--- config.mk ---
export PLATFORM = sky130hd
export DESIGN_NAME = gps_frame_rx
export DESIGN_NICKNAME = d
export VERILOG_FILES = /design/src/rtl/gps_frame_rx.sv
export SDC_FILE = /design/constraint.sdc
export NUM_CORES = 1
export LEC_CHECK = 0
export BUFFER_PORTS_ARGS = -buffer_cell sky130_fd_sc_hd__buf_2
export CAP_MARGIN = 20
export CORE_MARGIN = 1
export CORE_UTILIZATION = 53
export DETAILED_ROUTE_END_ITERATION = 16
export GPL_TIMING_DRIVEN = 0
export PLACE_DENSITY = 0.76
export SYNTH_ARGS = -nofsm -noshare
export SYNTH_HDL_FRONTEND = slang
export SYNTH_SLANG_ARGS = --single-unit
export TNS_END_PERCENT = 30
--- constraint.sdc ---
create_clock -name clk -period 2.1 [get_ports clk]
set_clock_uncertainty 0.05 [all_clocks]
set_input_delay 0.42 -clock clk [delete_from_list [all_inputs] [get_ports clk]]
set_output_delay 0.42 -clock clk [all_outputs]
set_load 0.005 [all_outputs]
--- src/rtl/gps_frame_rx.sv ---
// gps_frame_rx: byte-stream receiver for framed GPS fixes.
// A frame is SYNC_BYTE, a payload of latitude/longitude/speed (MSB byte
// first) and an XOR checksum byte. Good frames are committed atomically to
// the outputs; bad or stalled frames only bump a saturating error counter.
// A stale timer drops fix_valid when no good frame arrives for too long.
module gps_frame_rx #(
  parameter int          COORD_W      = 32,
  parameter int          SPEED_W      = 16,
  parameter logic [7:0]  SYNC_BYTE    = 8'hA5,
  parameter int          GAP_CYCLES   = 1024,
  parameter int          STALE_CYCLES = 1000000,
  parameter int          ERR_W        = 8
) (
  input  logic               clk,
  input  logic               reset_n,
  input  logic [7:0]         rx_data,
  input  logic               rx_valid,
  output logic [COORD_W-1:0] latitude,
  output logic [COORD_W-1:0] longitude,
  output logic [SPEED_W-1:0] speed,
  output logic               fix_update,
  output logic               fix_valid,
  output logic [ERR_W-1:0]   err_cnt
);

  localparam int NBYTES  = (2 * COORD_W + SPEED_W) / 8;
  localparam int SH_W    = 2 * COORD_W + SPEED_W;
  localparam int CNT_W   = $clog2(NBYTES + 1);
  localparam int GAP_W   = $clog2(GAP_CYCLES + 1);
  localparam int STALE_W = $clog2(STALE_CYCLES + 1);

  localparam logic [CNT_W-1:0]   LAST_BYTE  = CNT_W'(NBYTES - 1);
  localparam logic [GAP_W-1:0]   GAP_LAST   = GAP_W'(GAP_CYCLES - 1);
  localparam logic [STALE_W-1:0] STALE_LOAD = STALE_W'(STALE_CYCLES);

  typedef enum logic [1:0] {
    HUNT    = 2'd0,
    PAYLOAD = 2'd1,
    CHECK   = 2'd2
  } state_t;

  state_t               state_q,  state_d;
  logic [CNT_W-1:0]     cnt_q,    cnt_d;
  logic [7:0]           acc_q,    acc_d;
  logic [SH_W-1:0]      shadow_q, shadow_d;
  logic [GAP_W-1:0]     gap_q,    gap_d;
  logic [STALE_W-1:0]   stale_q,  stale_d;
  logic [COORD_W-1:0]   lat_q,    lat_d;
  logic [COORD_W-1:0]   lon_q,    lon_d;
  logic [SPEED_W-1:0]   spd_q,    spd_d;
  logic                 upd_q,    upd_d;
  logic                 valid_q,  valid_d;
  logic [ERR_W-1:0]     err_q,    err_d;
  logic                 commit;
  logic                 errInc;

  // Next-state logic: frame FSM, shadow capture, gap abort, commit, stale timer, error count
  always_comb begin
    state_d  = state_q;
    cnt_d    = cnt_q;
    acc_d    = acc_q;
    shadow_d = shadow_q;
    gap_d    = gap_q;
    stale_d  = stale_q;
    lat_d    = lat_q;
    lon_d    = lon_q;
    spd_d    = spd_q;
    upd_d    = 1'b0;
    valid_d  = valid_q;
    err_d    = err_q;
    commit   = 1'b0;
    errInc   = 1'b0;

    case (state_q)
      HUNT: begin
        gap_d = '0;
        if (rx_valid && (rx_data == SYNC_BYTE)) begin
          state_d = PAYLOAD;
          cnt_d   = '0;
          acc_d   = '0;
        end
      end

      PAYLOAD: begin
        if (rx_valid) begin
          gap_d    = '0;
          shadow_d = {shadow_q[SH_W-9:0], rx_data};
          acc_d    = acc_q ^ rx_data;
          cnt_d    = cnt_q + CNT_W'(1);
          if (cnt_q == LAST_BYTE) begin
            state_d = CHECK;
          end
        end else if (gap_q == GAP_LAST) begin
          state_d = HUNT;
          gap_d   = '0;
          errInc  = 1'b1;
        end else begin
          gap_d = gap_q + GAP_W'(1);
        end
      end

      CHECK: begin
        if (rx_valid) begin
          gap_d   = '0;
          state_d = HUNT;
          if (rx_data == acc_q) begin
            commit = 1'b1;
          end else begin
            errInc = 1'b1;
          end
        end else if (gap_q == GAP_LAST) begin
          state_d = HUNT;
          gap_d   = '0;
          errInc  = 1'b1;
        end else begin
          gap_d = gap_q + GAP_W'(1);
        end
      end

      default: begin
        state_d = HUNT;
      end
    endcase

    // A commit reloads the timer even if it would expire this same cycle
    if (commit) begin
      lat_d   = shadow_q[SH_W-1 -: COORD_W];
      lon_d   = shadow_q[SPEED_W+COORD_W-1 -: COORD_W];
      spd_d   = shadow_q[SPEED_W-1:0];
      upd_d   = 1'b1;
      valid_d = 1'b1;
      stale_d = STALE_LOAD;
    end else if (valid_q) begin
      if (stale_q <= STALE_W'(1)) begin
        stale_d = '0;
        valid_d = 1'b0;
      end else begin
        stale_d = stale_q - STALE_W'(1);
      end
    end

    if (errInc && (err_q != '1)) begin
      err_d = err_q + ERR_W'(1);
    end
  end

  // State and output registers with asynchronous active-low reset
  always_ff @(posedge clk or negedge reset_n) begin
    if (!reset_n) begin
      state_q  <= HUNT;
      cnt_q    <= '0;
      acc_q    <= '0;
      shadow_q <= '0;
      gap_q    <= '0;
      stale_q  <= '0;
      lat_q    <= '0;
      lon_q    <= '0;
      spd_q    <= '0;
      upd_q    <= 1'b0;
      valid_q  <= 1'b0;
      err_q    <= '0;
    end else begin
      state_q  <= state_d;
      cnt_q    <= cnt_d;
      acc_q    <= acc_d;
      shadow_q <= shadow_d;
      gap_q    <= gap_d;
      stale_q  <= stale_d;
      lat_q    <= lat_d;
      lon_q    <= lon_d;
      spd_q    <= spd_d;
      upd_q    <= upd_d;
      valid_q  <= valid_d;
      err_q    <= err_d;
    end
  end

  assign latitude   = lat_q;
  assign longitude  = lon_q;
  assign speed      = spd_q;
  assign fix_update = upd_q;
  assign fix_valid  = valid_q;
  assign err_cnt    = err_q;

endmodule

==> qor.txt, run 1 <==
status - finished, final reports clean
Crit Path Max Fanout - 5
global-route wire length before repair - 30.8 mm
RePlAce Congestion - 0.840
crit-path cells - or3_4 > nor4_2 > nand2_1 > nor3_1 > xnor2_1 > o21ai_1
Tightest Hold Check Type - input pin to register
CTS sink count - 215
P_leak - 5.59 nW
CTS Buf Count - 22
most common cell after layout, fill and taps aside - nand2_1
ys flop type - dfrtp_1
ANT nets after route - 0
RSZ-0062 raised after global routing - yes
Syn Area/Cell - 10.6 um2
Syn Std Cell Area - 8940 um2
slowest cell delay on critical path - 450 ps
drt drc - 0
die height - 132 um
post-synthesis register bit count - 215
DPL Wire Length - 12.2 mm
Die Wd - 132 um
worst path buffer plus inverter count - 0
core area - 16500 um2
Cell Pwr Density - 1180 nW/um2
drt first pass iters - 5
CTS tree - done
clk_lat worst skew - 490 ps
GRT overflow - 0
final wirelength - 18.6 mm
syn nets - 863
antenna cells - 0
clk slew on worst S/H paths - 60 ps
layout net count - 1002
Max-cap violations - 0
Final Max Tran Viols - 0
fin util - 66.3%
H-tree depth - 1
Critical Path End - stale_q[14]
buffer depth of the longest clock path - 3
worst-case reg-to-reg path depth - 6
pre-CTS setup slack - -425 ps
Reg2Reg Launch Point - stale_q[4]
worst vdd ir - 908 uV
layout cell share with drive strength beyond 1 - 30.1%
Async SR Flop Fraction - 100%
row count - 47
Mapped Cells - 842
vias - 6476
number of flops mapped to enable cells by yosys - 0
P&R area growth vs syn - 22.6%
CP Depth - 6
slowest CP cell - nor4_2
final setup margin - 13.0 ps
Die Area - 17400 um2
sequential share of the synthesized area - 60.2%
post-synthesis cell type count - 48
final setup violation count - 0
Top delay family on crit path - simple AND/OR/NAND/NOR gates
Synth top area share - 60.2%
Ports - 101
fmax - 479 MHz
vias per std cell - 5.32
top cells by area, synth - dfrtp_1 60%, nand2_1 12%, mux2_2 10%, xnor2_1 1.6%, nor2_1 1.5%
routed len/inst - 15.3 um
Worst Setup SP - stale_q[4]
area leader, netlist - dfrtp_1
Syn. warnings - 0
IO buf count - 99
initial antenna violation count - 0
CP Launch Type - register
measured slew at the worst slew-check pin - 869 ps
largest net degree at the start of global routing - 117
reg-to-reg endpoint - stale_q[14]
WP data arrival - 2410 ps
Initial Utilization - 54.1%
CP Class - register to register
commonest cells after routing, fill and taps aside - 281 x nand2_1, 213 x dfrtp_1, 101 x buf_2
flop2flop setup slack - 10 ps
Tcrit/Tclk final - 99.4%
Worst Path Required - 2420 ps
1st-iter DRT viols - 386
Final Critical Period - 2090 ps
Slew HR - 41.5%
GRT Overall Usage - 21.6%
vias in the first global route - 6236
CP endpoint kind - register
final hold viol count - 0
root buf cell - clkbuf_16
through the flow:
step / setup TNS, ps / area [um2] / hold slack (ps) / instances / total power [W]
after floorplan: 0 / 8940 / 74.4 / 842 / 0.00774
after global placement: -711290 / 9710 / 396 / 1161 / 0.00839
after detailed placement: -57930 / 9740 / 400 / 1162 / 0.00855
after CTS: -12.7 / 10600 / 131 / 1204 / 0.0127
after global routing: -1590 / 11000 / 182 / 1217 / 0.0136
final: 0 / 11000 / 157 / 1217 / 0.0129
report_power, final:
part	total [W]	switching [W]	internal, W
Clock	0.00409	0.00155	0.00255
Combinational	0.00271	0.00125	0.00146
Sequential	0.00608	0.000909	0.00517
Total	0.0129	0.00371	0.00917
kinds of logic (layout without fill, tap and decap cells):
logic type / Yosys count / count (layout) / share of synthesized area (%)
AOI/OAI and AO/OA: 72 / 72 / 4.82
muxes: 85 / 85 / 10.7
and+or+nand+nor: 395 / 395 / 18.9
xor gates and xnor gates: 19 / 19 / 1.86
adders and majority gates: 10 / 10 / 1.40
DFF: 215 / 215 / 60.2
buffers and inverters: 46 / 201 / 2.11
synth_stat cells (2+ instances only):
cell,count
a21o_1,3
a21oi_1,18
a31oi_1,2
and2_1,3
and3_1,2
buf_2,7
clkbuf_1,27
dfrtp_1,215
ha_1,10
inv_1,9
mux2_2,81
mux2i_1,3
nand2_1,282
nand2b_1,3
nand3_1,11
nand4_1,9
nor2_1,35
nor2b_1,2
nor3_1,17
nor4_1,9
nor4_2,3
nor4b_1,2
o21a_1,2
o21ai_0,20
o21ai_1,14
o221ai_1,2
o31ai_1,5
o41ai_1,2
or2_1,2
or3_1,5
or4_1,3
xnor2_1,16
xor2_1,3
layer usage:
metal | vias up | global-route usage [%] | part of all wire (%) | wire length (um)
met5 | - | 0 | 0 | 0
met4 | 0 | 7.11 | 2.9 | 535
met3 | 32 | 3.00 | 3.7 | 681
met2 | 162 | 35.5 | 50 | 9270
met1 | 3190 | 29.8 | 44 | 8140
li1 | 3092 | - | - | -
cell type report:
type / instances / area, um2
plain buffers: 36 / 248
clock buffers: 32 / 659
clock inverters: 8 / 115
fillers: 1241 / 5570
inverters: 10 / 37.5
multi-input cells: 581 / 3580
flip-flops and latches: 215 / 5380
well taps: 220 / 275
repair buffers: 115 / 652
sequential cells by signal, indices dropped and copies added, names as in the netlist, 8 cells and up:
register and flops:
shadow_q 80, latitude 32, longitude 32, stale_q 20
speed 16, gap_q 11, acc_q 8, err_cnt 8
worst min path at each step:
| stage | depth (start not counted) | slack, ps | to | startpoint |
|---|---|---|---|---|
| floorplan | 0 | 70 | acc_q[0] | reset_n |
| global placement | 2 | 400 | longitude[25] | longitude[25] |
| detailed placement | 2 | 400 | speed[6] | speed[6] |
| CTS | 3 | 130 | acc_q[2] | rx_data[2] |
| global route | 3 | 180 | acc_q[1] | rx_data[1] |
| finish | 3 | 160 | acc_q[2] | rx_data[2] |
timing repair:
| item | in CTS | in global routing |
|---|---|---|
| pin swaps | 3 | 15 |
| setup endpoints to repair | 196 | 182 |
| resized for setup | 31 | 78 |
| setup buffers | 1 | 13 |
| hold endpoints to repair | 10 | 0 |
| hold buffers | 1 | 0 |
worst reg2reg max path: cells and delay by family, from the launching register on:
family / cells / cell delay [ps]
AOI/OAI and AO/OA: 1 / 80
and+or+nand+nor: 4 / 1290
DFF: 1 / 410
xor gates and xnor gates: 1 / 140
(Power assumes the default switching activity.)
==> run 2, diff against run 1 <==
--- a/config.mk
+++ b/config.mk
@@ -5,6 +5,7 @@
 export SDC_FILE = /design/constraint.sdc
 export NUM_CORES = 1
 export LEC_CHECK = 0
+export ABC_AREA = 1
 export BUFFER_PORTS_ARGS = -buffer_cell sky130_fd_sc_hd__buf_2
 export CAP_MARGIN = 20
 export CORE_MARGIN = 1
@@ -12,6 +13,7 @@
 export DETAILED_ROUTE_END_ITERATION = 16
 export GPL_TIMING_DRIVEN = 0
 export PLACE_DENSITY = 0.76
+export SETUP_SLACK_MARGIN = 0.3
 export SYNTH_ARGS = -nofsm -noshare
 export SYNTH_HDL_FRONTEND = slang
 export SYNTH_SLANG_ARGS = --single-unit
==> run 2 against run 1 <==
  * Register-to-register slack better by 350 ps
  * Largest cell class unchanged
  * Clock power down 3%
  * Flip-flop and latch count unchanged
  * Fmax up 20%
==> qor.txt, run 2 <==
P&R area growth vs syn - 18.9%
post-synthesis register bit count - 215
antenna cells - 0
H-tree depth - 1
Slew HR - 67.9%
Worst Path Required - 2430 ps
row count - 48
most frequent cells after synthesis - 282 x nand2_1, 215 x dfrtp_1, 116 x inv_1
most common cell after layout, fill and taps aside - nand2_1
sequential share of the synthesized area - 56.7%
root buf cell - clkbuf_16
Mapped Cells - 1021
clk_lat worst skew - 510 ps
1st-iter DRT viols - 476
Worst Hold Depth - 3
initial antenna violation count - 0
largest register by flop count - shadow_q
status - finished, final reports clean
Initial Utilization - 54.5%
Largest register FFs - 80
IO buf count - 100
vias per std cell - 5.22
RePlAce Congestion - 0.849
Tcrit/Tclk final - 82.5%
fmax - 577 MHz
slowest cell delay on critical path - 440 ps
layout net count - 1174
RSZ-0062 raised after global routing - yes
Placed Instance Area - 10300 um2
CTS tree - done
GRT overflow - 0
syn nets - 1042
worst path buffer plus inverter count - 2
drt drc - 0
Syn Area/Cell - 9.29 um2
CTS Buf Count - 23
commonest cells after routing, fill and taps aside - 279 x nand2_1, 215 x dfrtp_1, 116 x inv_1
die height - 136 um
CP Class - register to register
Crit Path Max Fanout - 10
worst-case reg-to-reg path depth - 8
routed len/inst - 15.2 um
CP Launch Type - register
buffer depth of the longest clock path - 3
dpl cells - 1348
final setup violation count - 0
ys flop type - dfrtp_1
layout cell share with drive strength beyond 1 - 23.1%
Top delay family on crit path - simple AND/OR/NAND/NOR gates
Tightest Hold Check Type - input pin to register
Synth top area share - 56.7%
CP Depth - 8
count leader, synth - nand2_1
number of flops mapped to enable cells by yosys - 0
Final Critical Period - 1730 ps
Die Area - 18400 um2
largest net degree at the start of global routing - 87
measured slew at the worst slew-check pin - 481 ps
top cells by area, synth - dfrtp_1 57%, nand2_1 11%, o21ai_2 5.8%, o21ai_0 4.8%, inv_1 4.6%
ANT nets after route - 0
Max-cap violations - 0
crit-path cells - xnor2_2 > nand4_1 > nor2_2 > nand3_4 > buf_8 > buf_6 > nand3_1 > nand2_1
Post-Layout Cell Count - 1393
final wirelength - 21.1 mm
Syn Std Cell Area - 9490 um2
GRT Overall Usage - 23.4%
Cell Pwr Density - 1060 nW/um2
worst vdd ir - 779 uV
DPL Wire Length - 14.3 mm
post-synthesis cell type count - 36
CP endpoint kind - register
clk slew on worst S/H paths - 60 ps
design area - 11300 um2
Async SR Flop Fraction - 100%
slowest CP cell - dfrtp_1
Final Max Tran Viols - 0
vias in the first global route - 7073
core area - 17400 um2
vias - 7272
area leader, netlist - dfrtp_1
global-route wire length before repair - 34.5 mm
Ports - 101
CTS sink count - 215
Syn. warnings - 0
final hold viol count - 0
drt first pass iters - 5
P_leak - 5.63 nW
WP data arrival - 2060 ps
Die Wd - 136 um
[run 2: layout make-up]
class,count,area [um2]
Clock inverter,6,61.3
Fill cell,1439,6140
Sequential cell,215,5380
Inverter,123,468
Tap cell,225,282
Clock buffer,34,687
Timing Repair Buffer,107,653
Buffer,39,317
Multi-Input combinational cell,644,3430
[run 2: routing by layer]
layer	track usage [%]	vias to the layer above	wire, um
met2	39.1	174	10300
met4	6.05	0	470
met3	3.48	33	1030
met1	31.9	3542	9350
li1	-	3523	-
met5	0	-	0
[run 2: where the power goes]
group	switching, W	internal (W)	total, W	leakage [nW]
Combinational	0.00171	0.000886	0.00259	2.39
Sequential	0.000528	0.00491	0.00544	2.88
Clock	0.00157	0.00238	0.00395	0.369
[run 2: tightest hold or removal path: stages]
cell,delay [ps]
buf_2,110
inv_2,60
o21ai_0,80
[run 2: worst paths after layout]
kind,startpoint,slack [ps],endpoint
max,acc_q[0],370,stale_q[12]
min,rx_data[7],160,shadow_q[7]
max reg2reg,acc_q[0],370,stale_q[12]
min reg2reg,latitude[29],420,latitude[29]
max in group asynchronous,reset_n,630,shadow_q[31]
min in group asynchronous,reset_n,380,stale_q[11]
[run 2: kinds of logic after synthesis]
| logic type | synth area share, % |
|---|---|
| AOI/OAI and AO/OA | 13.2 |
| xor gates and xnor gates | 2.95 |
| adders and majority gates | 1.32 |
| buffers and inverters | 7.95 |
| DFF | 56.7 |
| and+or+nand+nor | 17.8 |
[run 2: timing repair]
action / CTS / global route
gates cloned: 0 / 2
endpoints found under the hold margin: 59 / 0
gates resized for setup: 11 / 19
endpoints found under the setup margin: 101 / 279
pin swaps: 0 / 1
setup buffers: 0 / 2
hold buffers: 1 / 0
[run 2: stage by stage]
| step | TNS (ps) | setup slack (ps) | power (W) | hold WS (ps) | util, % |
|---|---|---|---|---|---|
| after global placement | -667540 | -3120 | 0.00780 | 407 | 59.0 |
| after global routing | 0 | 263 | 0.0127 | 180 | 64.7 |
| after floorplan | 0 | 526 | 0.00714 | 74.4 | - |
| after CTS | 0 | 305 | 0.0120 | 145 | 63.8 |
| final | 0 | 367 | 0.0120 | 162 | 64.7 |
| after detailed placement | -12.2 | -12.2 | 0.00793 | 328 | 59.3 |
